[config.mk]
export PLATFORM = sky130hd
export DESIGN_NAME = lcd_bus_arbiter
export DESIGN_NICKNAME = d
export VERILOG_FILES = /design/src/rtl/lcd_pkg.sv /design/src/rtl/lcd_bus_cycle.sv /design/src/rtl/lcd_bus_arbiter.sv
export SDC_FILE = /design/constraint.sdc
export NUM_CORES = 1
export LEC_CHECK = 0
export CORE_MARGIN = 4
export CORE_UTILIZATION = 40
export CTS_CLUSTER_SIZE = 16
export DETAILED_ROUTE_END_ITERATION = 6
export HOLD_SLACK_MARGIN = 0.03
export PLACE_DENSITY = 0.6
export SKIP_CTS_REPAIR_TIMING = 1
export SLEW_MARGIN = 20
export SYNTH_ARGS = -nofsm -noshare
export SYNTH_HDL_FRONTEND = slang
export SYNTH_SLANG_ARGS = --single-unit
[constraint.sdc]
create_clock -name clk -period 2.99 [get_ports clk]
set_input_delay 0.598 -clock clk [delete_from_list [all_inputs] [get_ports clk]]
set_output_delay 0.598 -clock clk [all_outputs]
set_load 0.1 [all_outputs]
[src/rtl/lcd_pkg.sv]
// Shared definitions for the character-LCD bus sequencer: command codes,
// client indices, FSM state encodings and the round-robin helper.
package lcd_pkg;

    localparam int unsigned N_CLIENTS = 3;
    localparam int unsigned IDX_W     = 2;
    localparam int unsigned WAIT_W    = 16;

    localparam logic [7:0] LCD_FUNC_SET = 8'h3C;
    localparam logic [7:0] LCD_DISP_ON  = 8'h0C;
    localparam logic [7:0] LCD_CLEAR    = 8'h01;
    localparam logic [7:0] LCD_ENTRY    = 8'h06;
    localparam logic [7:0] LCD_LINE0    = 8'h80;
    localparam logic [7:0] LCD_LINE1    = 8'hC0;

    localparam logic [IDX_W-1:0] WATCH     = 2'd0;
    localparam logic [IDX_W-1:0] ALARM     = 2'd1;
    localparam logic [IDX_W-1:0] STOPWATCH = 2'd2;

    typedef enum logic [3:0] {
        ST_POWER_WAIT,
        ST_INIT_FUNC,
        ST_INIT_DISP,
        ST_INIT_CLR,
        ST_INIT_ENTRY,
        ST_IDLE,
        ST_ADDR,
        ST_DATA,
        ST_DONE
    } lcd_state_t;

    typedef enum logic [2:0] {
        PH_IDLE,
        PH_SETUP,
        PH_EHIGH,
        PH_HOLD,
        PH_SETTLE
    } bus_phase_t;

    // Cyclic successor WATCH -> ALARM -> STOPWATCH -> WATCH.
    function automatic logic [IDX_W-1:0] next_client(input logic [IDX_W-1:0] idx);
        return (idx == STOPWATCH) ? WATCH : IDX_W'(idx + IDX_W'(1));
    endfunction

endpackage

[src/rtl/lcd_bus_cycle.sv]
// One LCD bus transaction: setup, E_HIGH strobe cycles, hold, then settle wait.
// finish_c is high in the final settle cycle so the next start can follow back-to-back.
module lcd_bus_cycle
    import lcd_pkg::*;
#(
    parameter int unsigned E_HIGH = 2
) (
    input  logic              clk,
    input  logic              rst,
    input  logic              start,
    input  logic              rs,
    input  logic [7:0]        data,
    input  logic [WAIT_W-1:0] wait_cycles,
    output logic              lcd_e,
    output logic              lcd_rs,
    output logic [7:0]        lcd_data,
    output logic              finish_c
);

    bus_phase_t        phase;
    logic [WAIT_W-1:0] cnt;
    logic [WAIT_W-1:0] settle;

    always_ff @(posedge clk or posedge rst) begin
        if (rst) begin
            phase    <= PH_IDLE;
            cnt      <= '0;
            settle   <= '0;
            lcd_e    <= 1'b0;
            lcd_rs   <= 1'b0;
            lcd_data <= '0;
        end else if (start) begin
            phase    <= PH_SETUP;
            lcd_e    <= 1'b0;
            lcd_rs   <= rs;
            lcd_data <= data;
            settle   <= wait_cycles;
        end else begin
            case (phase)
                PH_SETUP: begin
                    lcd_e <= 1'b1;
                    cnt   <= WAIT_W'(E_HIGH - 1);
                    phase <= PH_EHIGH;
                end
                PH_EHIGH: begin
                    if (cnt == '0) begin
                        lcd_e <= 1'b0;
                        phase <= PH_HOLD;
                    end else begin
                        cnt <= cnt - WAIT_W'(1);
                    end
                end
                PH_HOLD: begin
                    if (settle == '0) begin
                        phase <= PH_IDLE;
                    end else begin
                        cnt   <= settle - WAIT_W'(1);
                        phase <= PH_SETTLE;
                    end
                end
                PH_SETTLE: begin
                    if (cnt == '0) begin
                        phase <= PH_IDLE;
                    end else begin
                        cnt <= cnt - WAIT_W'(1);
                    end
                end
                default: ;
            endcase
        end
    end

    assign finish_c = ((phase == PH_HOLD) && (settle == '0)) ||
                      ((phase == PH_SETTLE) && (cnt == '0));

endmodule

[src/rtl/lcd_bus_arbiter.sv]
// LCD bus sequencer: runs the power-on command sequence, then serves
// single-character writes from three clients in round-robin order.
module lcd_bus_arbiter
    import lcd_pkg::*;
#(
    parameter int unsigned PWR_WAIT  = 70,
    parameter int unsigned E_HIGH    = 2,
    parameter int unsigned CMD_WAIT  = 30,
    parameter int unsigned CLR_WAIT  = 100,
    parameter int unsigned DATA_WAIT = 30
) (
    input  logic        clk,
    input  logic        rst,
    input  logic [2:0]  req,
    input  logic [2:0]  wr_line,
    input  logic [11:0] wr_col,
    input  logic [23:0] wr_char,
    output logic [2:0]  done,
    output logic        ready,
    output logic        lcd_e,
    output logic        lcd_rs,
    output logic        lcd_rw,
    output logic [7:0]  lcd_data
);

    lcd_state_t        state;
    logic [WAIT_W-1:0] pwr_cnt;
    logic [IDX_W-1:0]  rr_ptr;
    logic [IDX_W-1:0]  winner;
    logic [7:0]        char_q;

    logic              grant_c;
    logic [IDX_W-1:0]  grant_idx_c;
    logic [IDX_W-1:0]  cand1_c;
    logic [IDX_W-1:0]  cand2_c;
    logic [7:0]        addr_cmd_c;
    logic [7:0]        grant_char_c;

    logic              bus_start_c;
    logic              bus_rs_c;
    logic [7:0]        bus_data_c;
    logic [WAIT_W-1:0] bus_wait_c;
    logic              bus_finish_c;

    assign lcd_rw = 1'b0;

    // Round-robin pick: first asserted request at or after the pointer.
    always_comb begin
        cand1_c     = next_client(rr_ptr);
        cand2_c     = next_client(cand1_c);
        grant_c     = |req;
        grant_idx_c = rr_ptr;
        if (req[rr_ptr]) begin
            grant_idx_c = rr_ptr;
        end else if (req[cand1_c]) begin
            grant_idx_c = cand1_c;
        end else begin
            grant_idx_c = cand2_c;
        end
        addr_cmd_c   = (wr_line[grant_idx_c] ? LCD_LINE1 : LCD_LINE0) |
                       {4'h0, wr_col[{grant_idx_c, 2'b00} +: 4]};
        grant_char_c = wr_char[{grant_idx_c, 3'b000} +: 8];
    end

    // Launch the next transaction in the cycle the current state hands over,
    // so its setup cycle coincides with the first cycle of the next state.
    always_comb begin
        bus_start_c = 1'b0;
        bus_rs_c    = 1'b0;
        bus_data_c  = LCD_FUNC_SET;
        bus_wait_c  = WAIT_W'(CMD_WAIT);
        case (state)
            ST_POWER_WAIT: begin
                bus_start_c = (pwr_cnt == WAIT_W'(PWR_WAIT - 1));
            end
            ST_INIT_FUNC: begin
                bus_start_c = bus_finish_c;
                bus_data_c  = LCD_DISP_ON;
            end
            ST_INIT_DISP: begin
                bus_start_c = bus_finish_c;
                bus_data_c  = LCD_CLEAR;
                bus_wait_c  = WAIT_W'(CLR_WAIT);
            end
            ST_INIT_CLR: begin
                bus_start_c = bus_finish_c;
                bus_data_c  = LCD_ENTRY;
            end
            ST_IDLE: begin
                bus_start_c = grant_c;
                bus_data_c  = addr_cmd_c;
            end
            ST_ADDR: begin
                bus_start_c = bus_finish_c;
                bus_rs_c    = 1'b1;
                bus_data_c  = char_q;
                bus_wait_c  = WAIT_W'(DATA_WAIT);
            end
            default: ;
        endcase
    end

    always_ff @(posedge clk or posedge rst) begin
        if (rst) begin
            state   <= ST_POWER_WAIT;
            pwr_cnt <= '0;
            rr_ptr  <= WATCH;
            winner  <= WATCH;
            char_q  <= '0;
            done    <= '0;
            ready   <= 1'b0;
        end else begin
            done <= '0;
            case (state)
                ST_POWER_WAIT: begin
                    pwr_cnt <= pwr_cnt + WAIT_W'(1);
                    if (bus_start_c) state <= ST_INIT_FUNC;
                end
                ST_INIT_FUNC:  if (bus_finish_c) state <= ST_INIT_DISP;
                ST_INIT_DISP:  if (bus_finish_c) state <= ST_INIT_CLR;
                ST_INIT_CLR:   if (bus_finish_c) state <= ST_INIT_ENTRY;
                ST_INIT_ENTRY: begin
                    if (bus_finish_c) begin
                        state <= ST_IDLE;
                        ready <= 1'b1;
                    end
                end
                ST_IDLE: begin
                    if (grant_c) begin
                        winner <= grant_idx_c;
                        char_q <= grant_char_c;
                        rr_ptr <= next_client(grant_idx_c);
                        state  <= ST_ADDR;
                    end
                end
                ST_ADDR: if (bus_finish_c) state <= ST_DATA;
                ST_DATA: begin
                    if (bus_finish_c) begin
                        done[winner] <= 1'b1;
                        state        <= ST_DONE;
                    end
                end
                ST_DONE: state <= ST_IDLE;
                default: state <= ST_POWER_WAIT;
            endcase
        end
    end

    lcd_bus_cycle #(
        .E_HIGH (E_HIGH)
    ) u_bus (
        .clk         (clk),
        .rst         (rst),
        .start       (bus_start_c),
        .rs          (bus_rs_c),
        .data        (bus_data_c),
        .wait_cycles (bus_wait_c),
        .lcd_e       (lcd_e),
        .lcd_rs      (lcd_rs),
        .lcd_data    (lcd_data),
        .finish_c    (bus_finish_c)
    );

endmodule

# Word-level counts from Yosys, hierarchy flattened
# Cells that the tools add are included.
# word_totals
reg_bits,81
input_bits,44
output_inout_bits,15
elab_cells,115
# classes
addsub,6
magnitude_cmp,5
eq_ne,28
shift,2
muxes,40
bitwise_logic,2
n_reduce_logical,19
# ops
operator,n
16-bit one-hot mux with 3 select lines,1
8-bit one-hot mux with 5 select lines,1
4-bit one-hot mux with 9 select lines,1
16-bit zero test,2
16-bit 2-to-1 mux,2
4-bit 2-to-1 mux,8
16-bit by 1-bit subtractor with 16-bit output (second input constant),2
24-bit by 6-bit variable part select with 8-bit output,1
2-bit != test (second input constant),10
3-bit 2-to-1 mux,6
16-bit by 1-bit adder with 16-bit output (second input constant),1
16-bit by 7-bit == test with 1-bit output (second input constant),1
4-bit by 3-bit == test with 1-bit output (second input constant),4
7-bit 2-to-1 mux,2
2-bit by 3-bit < comparator with 1-bit output (second input constant),4
3-bit one-hot mux with 4 select lines,1
12-bit by 5-bit variable part select with 4-bit output,1
2-bit 2-to-1 mux,5
4-bit by 2-bit == test with 1-bit output (second input constant),2
8-bit by 4-bit OR with 8-bit output,1
8-bit AND reduction,1
1-bit 2-to-1 mux,7
2-bit by 1-bit adder with 2-bit output (second input constant),3
1-bit binary-select mux with 2-bit select,3
other kinds (23),32

# Logic depth before layout (Yosys ltp)
# Gate-level depths: netlist of the first run.
# depth
word_depth,11
mapped_depth,13
ltp_nobuf,9

# Hierarchy
# Synthesis of the first run repeated with hierarchy kept, for this count alone.
# unflattened
cells_unflattened,490
hier_area_um2,4798.4
# by_module_without_submodules
mod,n_inst,cells_each,area_per_inst_um2,seq_area_each_um2
lcd_bus_cycle,1,244,2534.9,1126.1
lcd_bus_arbiter,1,246,2263.4,900.9

# Worst setup path before layout of the first run
# OpenSTA, ideal clock, no wires.
# synth_path
kind,register to register
start,register u_bus.phase[1]
end,register u_bus.cnt[12]
setup_time_ps,133
t_arrival_ps,2346
required_ps,2857
slack_ps,511
path_stages_with_launch,13
path_buffers,4
synth_period_minus_slack_ps,2479
cell_sequence,dfrtp_1 clkbuf_1 xor2_1 and2_1 clkbuf_1 clkbuf_1 nor2_1 a21oi_1 ha_1 clkbuf_1 a31oi_1 o21ai_0 o41ai_1
# synth_via
elab_chain_cells,6
elab_cells_between_ends,15
cone_classes,eq/ne (6); mux (2); bitwise (1); reduce/logical (6)
# synth_lines
element,line_no,source
start: declaration,lcd_bus_cycle.sv:20,bus_phase_t phase;
start signal: assignment,lcd_bus_cycle.sv:26,phase <= PH_IDLE;
start signal: assignment,lcd_bus_cycle.sv:33,phase <= PH_SETUP;
start signal: assignment,lcd_bus_cycle.sv:43,phase <= PH_EHIGH;
3-bit by 2-bit == test with 1-bit output / 3-bit == test (equally long branches),"lcd_bus_cycle.sv:39, lcd_bus_cycle.sv:73, lcd_bus_cycle.sv:74",
"1-bit logical AND, on equally long branches","lcd_bus_cycle.sv:73, lcd_bus_cycle.sv:74",
1-bit logical OR,lcd_bus_cycle.sv:73,assign finish_c = ((phase == PH_HOLD) && (settle == '0)) ||
1-bit one-hot mux with 3 select lines,lcd_bus_arbiter.sv:72,case (state)
1-bit NOT (no source line),--,
4-bit AND reduction (no source line),--,
end signal: assignment,lcd_bus_cycle.sv:50,cnt <= cnt - WAIT_W'(1);
end signal: assignment,lcd_bus_cycle.sv:57,cnt <= settle - WAIT_W'(1);
end signal: assignment,lcd_bus_cycle.sv:65,cnt <= cnt - WAIT_W'(1);
end: declaration,lcd_bus_cycle.sv:21,logic [WAIT_W-1:0] cnt;
# Several ways; a longest one is shown, not always the timed one.
# A chain may end at the register's enable or synchronous reset.

# Worst setup path in the final report of the first run
# layout_path
start,register u_bus.cnt[12]
end,register u_bus.cnt[0]
# layout_via
elab_chain_cells,6
elab_cells_between_ends,7
cone_classes,eq/ne (1); mux (1); bitwise (1); reduce/logical (4)
# layout_lines
element,line_no,source
start signal: assignment,lcd_bus_cycle.sv:42,cnt <= WAIT_W'(E_HIGH - 1);
start signal: assignment,lcd_bus_cycle.sv:50,
start signal: assignment,lcd_bus_cycle.sv:57,
16-bit zero test *,"lcd_bus_cycle.sv:46, lcd_bus_cycle.sv:62, lcd_bus_cycle.sv:74",
1-bit logical AND,lcd_bus_cycle.sv:74,((phase == PH_SETTLE) && (cnt == '0));
1-bit logical OR,lcd_bus_cycle.sv:73,
1-bit one-hot mux with 3 select lines,lcd_bus_arbiter.sv:72,
1-bit NOT (no source line),--,
4-bit AND reduction (no source line) *,--,
# Every way passes the cells marked *; elsewhere a longest branch is shown, timed or not.

==> results of run 1 <==
worst max-delay path, stage by stage, from the launching register on:
cell,delay (ns)
dfrtp_1,0.40
or4_4,0.58
or3_4,0.37
o31a_1,0.33
o211ai_1,0.17
buf_4,0.24
mux2_2,0.34
report_power, final:
part           switching, uW  leakage (uW)  internal, uW
Sequential              15.0      0.000861           939
Combinational            105       0.00102          92.4
Clock                    354     0.0000914           402
how the worst max path moves through the flow:
stage,from,endpoint,slack (ns)
after floorplan,u_bus.phase[1]$_DFFE_PP0P_,u_bus.cnt[12]$_DFFE_PP0P_,0.51
after global placement,req[0],u_bus.cnt[12]$_DFFE_PP0P_,0.41
after detailed placement,req[0],u_bus.cnt[12]$_DFFE_PP0P_,0.27
after CTS,u_bus.cnt[12]$_DFFE_PP0P_,u_bus.cnt[0]$_DFFE_PP0P_,0.45
after global routing,u_bus.cnt[12]$_DFFE_PP0P_,state[2]$_DFFE_PP0P_,0.25
final,u_bus.cnt[12]$_DFFE_PP0P_,u_bus.cnt[0]$_DFFE_PP0P_,0.45
per-stage QoR:
stage	hold WS (ns)	setup slack (ns)
after floorplan	0.4421	0.5109
after global placement	0.4629	0.4130
after detailed placement	0.4661	0.2747
after CTS	0.4792	0.4543
after global routing	0.4920	0.2515
final	0.4781	0.4480
synth_stat cells, drive strengths merged, types with 3 or more instances:
library cell	n
a21o	3
a21oi	15
a221oi	3
a22o	3
a22oi	9
a31oi	17
and2	5
and3	8
buf	5
clkbuf	18
dfrtp	68
ha	3
inv	12
mux2	5
nand2	41
nand2b	9
nand3	15
nand4	5
nor2	35
nor2b	8
nor3	9
nor3b	3
nor4	3
o211ai	5
o21a	4
o21ai	40
o31a	4
o31ai	8
xnor2	11
xor2	7
flip-flops by register name (all words and copies together) (netlist names):
| signal | flops |
|---|---|
| u_bus.phase | 3 |
| u_bus.lcd_e | 1 |
| char_q | 8 |
| rr_ptr | 2 |
| winner | 2 |
| u_bus.settle | 3 |
| u_bus.lcd_data | 8 |
| done | 3 |
| u_bus.cnt | 16 |
| pwr_cnt | 16 |
| state | 4 |
| ready | 1 |
| u_bus.lcd_rs | 1 |
cells in the final DEF (no fill, tap or decap), drive strengths merged, types with 8 or more instances in the layout:
cell type      netlist  routed
a31oi               17      17
nand2b               9       9
nor2                35      35
buf                  5      29
a22oi                9       9
nand2               41      41
xnor2               11      11
nor3                 9       9
clkdlybuf4s50        0      43
inv                 12      12
clkbuf              18      11
nand3               15      15
dfrtp               68      68
nor2b                8       8
o31ai                8       8
a21oi               15      15
and3                 8       8
o21ai               40      40
layer usage:
layer,share of wire,track usage
met5,0,0
met2,0.49,0.2869
met4,0.016,0.05603
met3,0.034,0.03600
met1,0.46,0.2328
cell type report:
cell class | instances | area share
clock inverters | 4 | 0.01088
well taps | 108 | 0.02938
repair buffers | 72 | 0.1436
inverters | 12 | 0.009793
multi-input cells | 305 | 0.4056
flip-flops and latches | 68 | 0.3700
clock buffers | 11 | 0.03074
cell families after synthesis:
group / count (synthesis)
buffers and inverters: 35
AOI/OAI and AO/OA: 126
and+or+nand+nor: 152
xor gates and xnor gates: 18
muxes: 5
DFF: 68
adders and majority gates: 3
other: 1
==> impl_metrics.tcl, run 1 <==
set metrics [dict create \
    ff2ff_setup_slack_ns 0.45 \
    ys_async_sr_fraction 1.000 \
    rows 34 \
    hp-class "flip-flop to flip-flop" \
    num_vias 3287 \
    drt_first_pass_iters 4 \
    dpl_cell_area_um2 4408 \
    synth-compound-area-share 0.2242 \
    cts_buffers 9 \
    synth_seq_cells 68 \
    root_buffer "clkbuf_8" \
    worstPathArrival_ns 2.77 \
    reg2reg_depth 6 \
    drt_iter0_markers 179 \
    worstReg2RegEnd "u_bus.cnt[0]$_DFFE_PP0P_" \
    setup.worst_path.end_class "flip-flop" \
    grt_overflow 0 \
    netlist_area_um2 3722 \
    clk_path_buf_depth 2 \
    fmax_ghz 0.3934 \
    routed_wl_mm 9.176 \
    syn_nets 455 \
    grt_pass1_wl_mm 15.64 \
    synth_edf_count 0 \
    vias_per_cell 5.667 \
    num_antenna_cells 0 \
    hpwl_mm 6.710 \
    clk_pin_slew_ns 0.07 \
    yosys.area_share.simple 0.2084 \
    num_io_pins 59 \
    fin_crit_sh 0.8502 \
    die_h_um 104.5 \
    drive_above_1_share 0.1208 \
    crit_type "flip-flop to flip-flop" \
    ys_top_cells_by_area "dfrtp_1 46%, o21ai_0 5.4%, nand2_1 4.1%, nor2_1 3.5%, a31oi_1 2.9%" \
    core-area_um2 8891 \
    maxSlewViolCount 0 \
    synthCells 408 \
    powerDensity_nw_per_um2 414.9 \
    finalSetupTns_ns 0 \
    die_area_um2 10910 \
    post_drt_wl_per_cell_um 15.82 \
    ys_seq_area_frac 0.4571 \
    report.final.setup_viol 0 \
    yosysTopAreaCell "dfrtp_1" \
    final_cell_area_um2 4599 \
    routabilityCongestion 0.8188 \
    first_global_vias 3194 \
    status "finished, final reports clean" \
    required_ns 3.22 \
    clock_sinks 68 \
    antenna_found_initial 0 \
    syn2layout_area_growth_pct 23.56 \
    rsz0062_at_grt "false" \
    die_w_um 104.5 \
    n_fill_cell 852 \
    hold_path_end "pwr_cnt[15]$_DFFE_PP0P_" \
    seq_area_um2 1702 \
    fin_crit_ns 2.542 \
    portBuffers 57 \
    clk-insertion-delay-late_ns 0.34 \
    dp.cells 565 \
    final_nets 515 \
    ant_nets 0 \
    finalCoreUtilization 0.5173 \
    tritoncts "built" \
    stdcell_count 580 \
    vdd.ir_drop.worst_uv 253.7 \
    synth_area_per_cell_um2 9.123 \
    r2r-start "u_bus.cnt[12]$_DFFE_PP0P_" \
    drv_cap 0 \
    hold_depth 1 \
    synth.top_cell.area_share 0.4571 \
    synth_fa_ha_area_frac 0.01008 \
    multi_input_area_um2 1866 \
    critPathLaunchType "flip-flop" \
    hp-start "pwr_cnt[15]$_DFFE_PP0P_" \
    worstPathMaxFanout 10 \
    yosysWarnings 0 \
    synth_xor_area_frac 0.04235 \
    slew_headroom 0.6217 \
    power.leakage_uw 0.001970 \
    htreeDepth 3 \
    clock_skew_ns 0.01023 \
    finalPower_uw 1908 \
    grt_max_degree 69 \
    grt_usage 0.1754 \
    ys_types 58 \
    synth_top_family_by_area "compound AO/OA/AOI/OAI gates" \
    initial_utilization 0.4187 \
    route.detailed.drc 0 \
    synth_mux_area_frac 0.01513 \
    ys.flop_type "dfrtp_1" \
    hold_violations 0 \
    tightest_slew_ns 0.5675 \
]
Power figures use the tool's default switching activity.
==> run 2, diff against run 1 <==
Settings changed: CORE_ASPECT_RATIO set to 0.6.
==> run 2 against run 1 <==
Sequential share of layout area down 0.89 points. Critical path type unchanged. Core utilization up 1.9 points. Wire length up 5.8%. Die area up 0.46%. Worst setup slack worse by 0.022 ns. Sequential power up 0.6%. Cell count up 0.52%. Critical path depth unchanged. Sequential cell count unchanged. Clock power up 40%. Clock-buffer cell count up 4. Critical endpoint is now u_bus.lcd_data[5]$_DFFE_PP0P_. Combinational power about the same.
==> impl_metrics.tcl, run 2 (same netlist as run 1, synthesis figures left out) <==
set metrics [dict create \
    hpwl_mm 7.285 \
    drt_iter0_markers 302 \
    crit_type "flip-flop to flip-flop" \
    rsz0062_at_grt "false" \
    finalCoreUtilization 0.5366 \
    clock_sinks 68 \
    grt_usage 0.1790 \
    antenna_found_initial 0 \
    finalSetupTns_ns 0 \
    die_w_um 132.5 \
    final_common_cell "dfrtp_1" \
    num_io_pins 59 \
    drt_first_pass_iters 5 \
    initial_utilization 0.4238 \
    routed_wl_mm 9.707 \
    worstPathArrival_ns 2.76 \
    grt_pass1_wl_mm 15.34 \
    drv_cap 0 \
    path_cells "or4_4, or3_4, o31a_1, o21a_4, a311oi_1, a21oi_1" \
    globalRouteMet1Util 0.2783 \
    routabilityCongestion 0.8311 \
    required_ns 3.18 \
    cp_top_family "compound AO/OA/AOI/OAI gates" \
    final_nets 514 \
    portBuffers 57 \
    hold_violations 0 \
    power.leakage_uw 0.002026 \
    grt_overflow 0 \
    grt-busiest-layer "met1" \
    cts_buffers 9 \
    slew_headroom 0.5528 \
    vdd.ir_drop.worst_uv 276.9 \
    die_h_um 82.72 \
    syn2layout_area_growth_pct 26.62 \
    most-common-layout-cells "68 x dfrtp_1, 43 x clkdlybuf4s50_1, 41 x nand2_1" \
    drive_above_1_share 0.1210 \
    slowest_stage "or4_4" \
    route.detailed.drc 0 \
    num_antenna_cells 0 \
    setup.worst_path.end_class "flip-flop" \
    report.final.setup_viol 0 \
    worstPathMaxFanout 24 \
    die_area_um2 10960 \
    use_met3 0.06174 \
    fmax_ghz 0.3900 \
    powerDensity_nw_per_um2 471.0 \
    met2_usage 0.2274 \
    hp-class "flip-flop to flip-flop" \
    cp_num_buf_inv 0 \
    fin_crit_sh 0.8576 \
    num_vias 3355 \
    status "finished, final reports clean" \
    max_stage_delay_ns 0.58 \
    core-area_um2 8783 \
    tightest_slew_ns 0.6637 \
    first_global_vias 3044 \
    maxSlewViolCount 0 \
    fin_crit_ns 2.564 \
    clk-insertion-delay-late_ns 0.33 \
    htreeDepth 3 \
    rows 26 \
    critPathLaunchType "flip-flop" \
    post_drt_wl_per_cell_um 16.65 \
    largest_registers "pwr_cnt (16), u_bus.cnt (16)" \
    vias_per_cell 5.755 \
    ant_nets 0 \
    tritoncts "built" \
    root_buffer "clkbuf_16" \
    grt_max_degree 69 \
    clk_path_buf_depth 2 \
    clk_pin_slew_ns 0.05 \
    clock_skew_ns 0.008227 \
]
## run 2: worst register-to-register path, stage by stage, from the launching register on
cell      delay, ns
dfrtp_1        0.40
or4_4          0.58
or3_4          0.37
o31a_1         0.34
o21a_4         0.31
a311oi_1       0.36
a21oi_1        0.07
## run 2: per-layer routing
metal,vias to the layer above,routed length (um),share of wire
met3,11,658,0.068
met1,1623,5203,0.54
met5,-,0,0
met2,110,3773,0.39
li1,1611,-,-
met4,0,72,0.0074
## run 2: area by class of cell
type                    count  area (um^2)
multi-input cells         305         1866
clock buffers              15        307.8
well taps                 112        140.1
flip-flops and latches     68         1702
fillers                   787         4070
repair buffers             71        653.1
inverters                  12        45.04
## run 2: path summary, 6_finish.rpt
check / slack (ns) / from / cells after the start / end
max: 0.43 / u_bus.cnt[12]$_DFFE_PP0P_ / 6 / u_bus.lcd_data[5]$_DFFE_PP0P_
max in group asynchronous: 2.04 / rst / 3 / u_bus.lcd_data[2]$_DFFE_PP0P_
max reg2reg: 0.43 / u_bus.cnt[12]$_DFFE_PP0P_ / 6 / u_bus.lcd_data[5]$_DFFE_PP0P_
min in group asynchronous: 0.66 / rst / 3 / u_bus.cnt[10]$_DFFE_PP0P_
min reg2reg: 0.47 / pwr_cnt[15]$_DFFE_PP0P_ / 1 / pwr_cnt[15]$_DFFE_PP0P_
min: 0.47 / pwr_cnt[15]$_DFFE_PP0P_ / 1 / pwr_cnt[15]$_DFFE_PP0P_
## run 2: through the flow
step	total power, uW	hold slack, ns	instance area (um^2)	instances	worst slack (ns)
2_1_floorplan	1076	0.4421	3722	408	0.5109
3_3_place_gp	1171	0.4612	4405	568	0.4109
3_5_place_dp	1174	0.4639	4405	568	0.3350
4_1_cts	2241	0.4747	4713	583	0.4481
5_1_grt	2296	0.4875	4713	583	0.3003
6_report	2220	0.4705	4713	583	0.4256
## run 2: where the power goes
part           total [uW]  internal [uW]  switching (uW)
clock                1060            693             369
combinational         198           90.8             107
sequential            960            941            18.8
total                2220           1720             495
==> run 3, diff against run 2 <==
Settings changed: REMOVE_ABC_BUFFERS set to 1.
==> run 3 against run 2 <==
Power up 8.3%. Wire length rose by 0.34%. Highest routed layer unchanged. Cell area rose by 1.4%. Largest cell class unchanged. Largest power group unchanged. Sequential power shrank 0.5%. Core utilization is 0.74 points higher.
==> impl_metrics.tcl, run 3 (same netlist as run 1, synthesis figures left out) <==
set metrics [dict create \
    syn2layout_area_growth_pct 28.37 \
    fin_crit_sh 0.8896 \
    cts_buffers 9 \
    die_area_um2 10960 \
    finalSetupTns_ns 0 \
    critPathLaunchType "flip-flop" \
    initial_utilization 0.4238 \
    slew_headroom 0.5728 \
    tightest_slew_ns 0.6395 \
    vias_per_cell 5.579 \
    portBuffers 57 \
    drt_first_pass_iters 5 \
    required_ns 3.21 \
    clk_path_buf_depth 2 \
    setup.worst_path.end_class "flip-flop" \
    drt_iter0_markers 329 \
    clock_sinks 68 \
    worstPathArrival_ns 2.88 \
    core-area_um2 8783 \
    htreeDepth 3 \
    grt_pass1_wl_mm 15.66 \
    post_drt_wl_per_cell_um 16.59 \
    root_buffer "clkbuf_16" \
    first_global_vias 2967 \
    hold_depth 1 \
    antenna_found_initial 0 \
    hold_violations 0 \
    most-common-layout-cells "68 x dfrtp_1, 43 x clkdlybuf4s50_1, 41 x nand2_1" \
    num_antenna_cells 0 \
    rows 26 \
    final_nets 517 \
    hpwl_mm 7.278 \
    status "finished, final reports clean" \
    maxSlewViolCount 0 \
    fin_crit_ns 2.660 \
    worstPathMaxFanout 16 \
    tritoncts "built" \
    hp-class "flip-flop to flip-flop" \
    power.leakage_uw 0.002055 \
    powerDensity_nw_per_um2 503.0 \
    n_fill_cell 766 \
    rsz0062_at_grt "false" \
    reg2reg_depth 6 \
    largest_registers "pwr_cnt (16), u_bus.cnt (16)" \
    fmax_ghz 0.3759 \
    drv_cap 0 \
    die_h_um 82.72 \
    dp_slack_ns 0.1543 \
    routabilityCongestion 0.9184 \
    finalPower_uw 2404 \
    grt_usage 0.1827 \
    route.detailed.drc 0 \
    clk-insertion-delay-late_ns 0.34 \
    final_common_cell "dfrtp_1" \
    layout_setup_ws_ns 0.3300 \
    clk_pin_slew_ns 0.06 \
    grt_max_degree 39 \
    num_io_pins 59 \
    clock_skew_ns 0.004262 \
    grt_overflow 0 \
    drive_above_1_share 0.1284 \
    die_w_um 132.5 \
    ant_nets 0 \
    routed_wl_mm 9.740 \
    report.final.setup_viol 0 \
    num_vias 3275 \
    crit_type "flip-flop to flip-flop" \
    vdd.ir_drop.worst_uv 335.2 \
]
==> run 3: cell types whose count changed in the layout (fill, tap and decap cells not counted), sizes merged <==
cell      delta
bufinv       +3
clkinv       +2
clkinvlp     +1
buf          +3
clkbuf       -5
==> run 3: layer usage <==
layer,global-route usage,up-vias,part of all wire
met2,0.2263,91,0.39
met4,0.04876,0,0.0066
met1,0.2981,1570,0.54
met3,0.04782,8,0.058
li1,-,1606,-
met5,0,-,0
==> run 3: area by class of cell <==
class	count	area, um^2	share of cell area
clock buffer	10	239.0	0.05001
clock inverter	6	111.4	0.02330
inverter	12	45.04	0.009427
multi-input combinational	305	1866	0.3904
sequential	68	1702	0.3561
tap	112	140.1	0.02933
timing repair buffer	74	675.6	0.1414
==> run 3: final timing paths <==
| check | start | end | slack (ns) |
|---|---|---|---|
| min | pwr_cnt[15]$_DFFE_PP0P_ | pwr_cnt[15]$_DFFE_PP0P_ | 0.48 |
| min in group asynchronous | rst | pwr_cnt[5]$_DFFE_PP0P_ | 0.62 |
| min reg2reg | pwr_cnt[15]$_DFFE_PP0P_ | pwr_cnt[15]$_DFFE_PP0P_ | 0.48 |
| max | u_bus.cnt[12]$_DFFE_PP0P_ | u_bus.cnt[0]$_DFFE_PP0P_ | 0.33 |
| max in group asynchronous | rst | u_bus.cnt[5]$_DFFE_PP0P_ | 1.63 |
| max reg2reg | u_bus.cnt[12]$_DFFE_PP0P_ | u_bus.cnt[0]$_DFFE_PP0P_ | 0.33 |
==> run 3: metrics by stage <==
step | utilization | hold slack, ns | cells | instance area [um^2]
global placement | 0.5041 | 0.4428 | 571 | 4428
detailed placement | 0.5041 | 0.4687 | 571 | 4428
CTS | 0.5440 | 0.4796 | 587 | 4778
global route | 0.5440 | 0.5095 | 587 | 4778
floorplan | - | 0.4421 | 385 | 3612
finish | 0.5440 | 0.4837 | 587 | 4778
==> run 3: critical path: stages (launching register included) <==
cell	delay, ns
dfrtp_1	0.40
or4_4	0.58
or3_4	0.37
o31a_1	0.35
o211ai_1	0.21
buf_4	0.29
mux2_2	0.35
==> run 3: power by group <==
part | total [uW] | switching, uW | internal [uW]
combinational | 203 | 108 | 95.5
clock | 1250 | 409 | 837
sequential | 955 | 14.2 | 941
total | 2400 | 531 | 1870
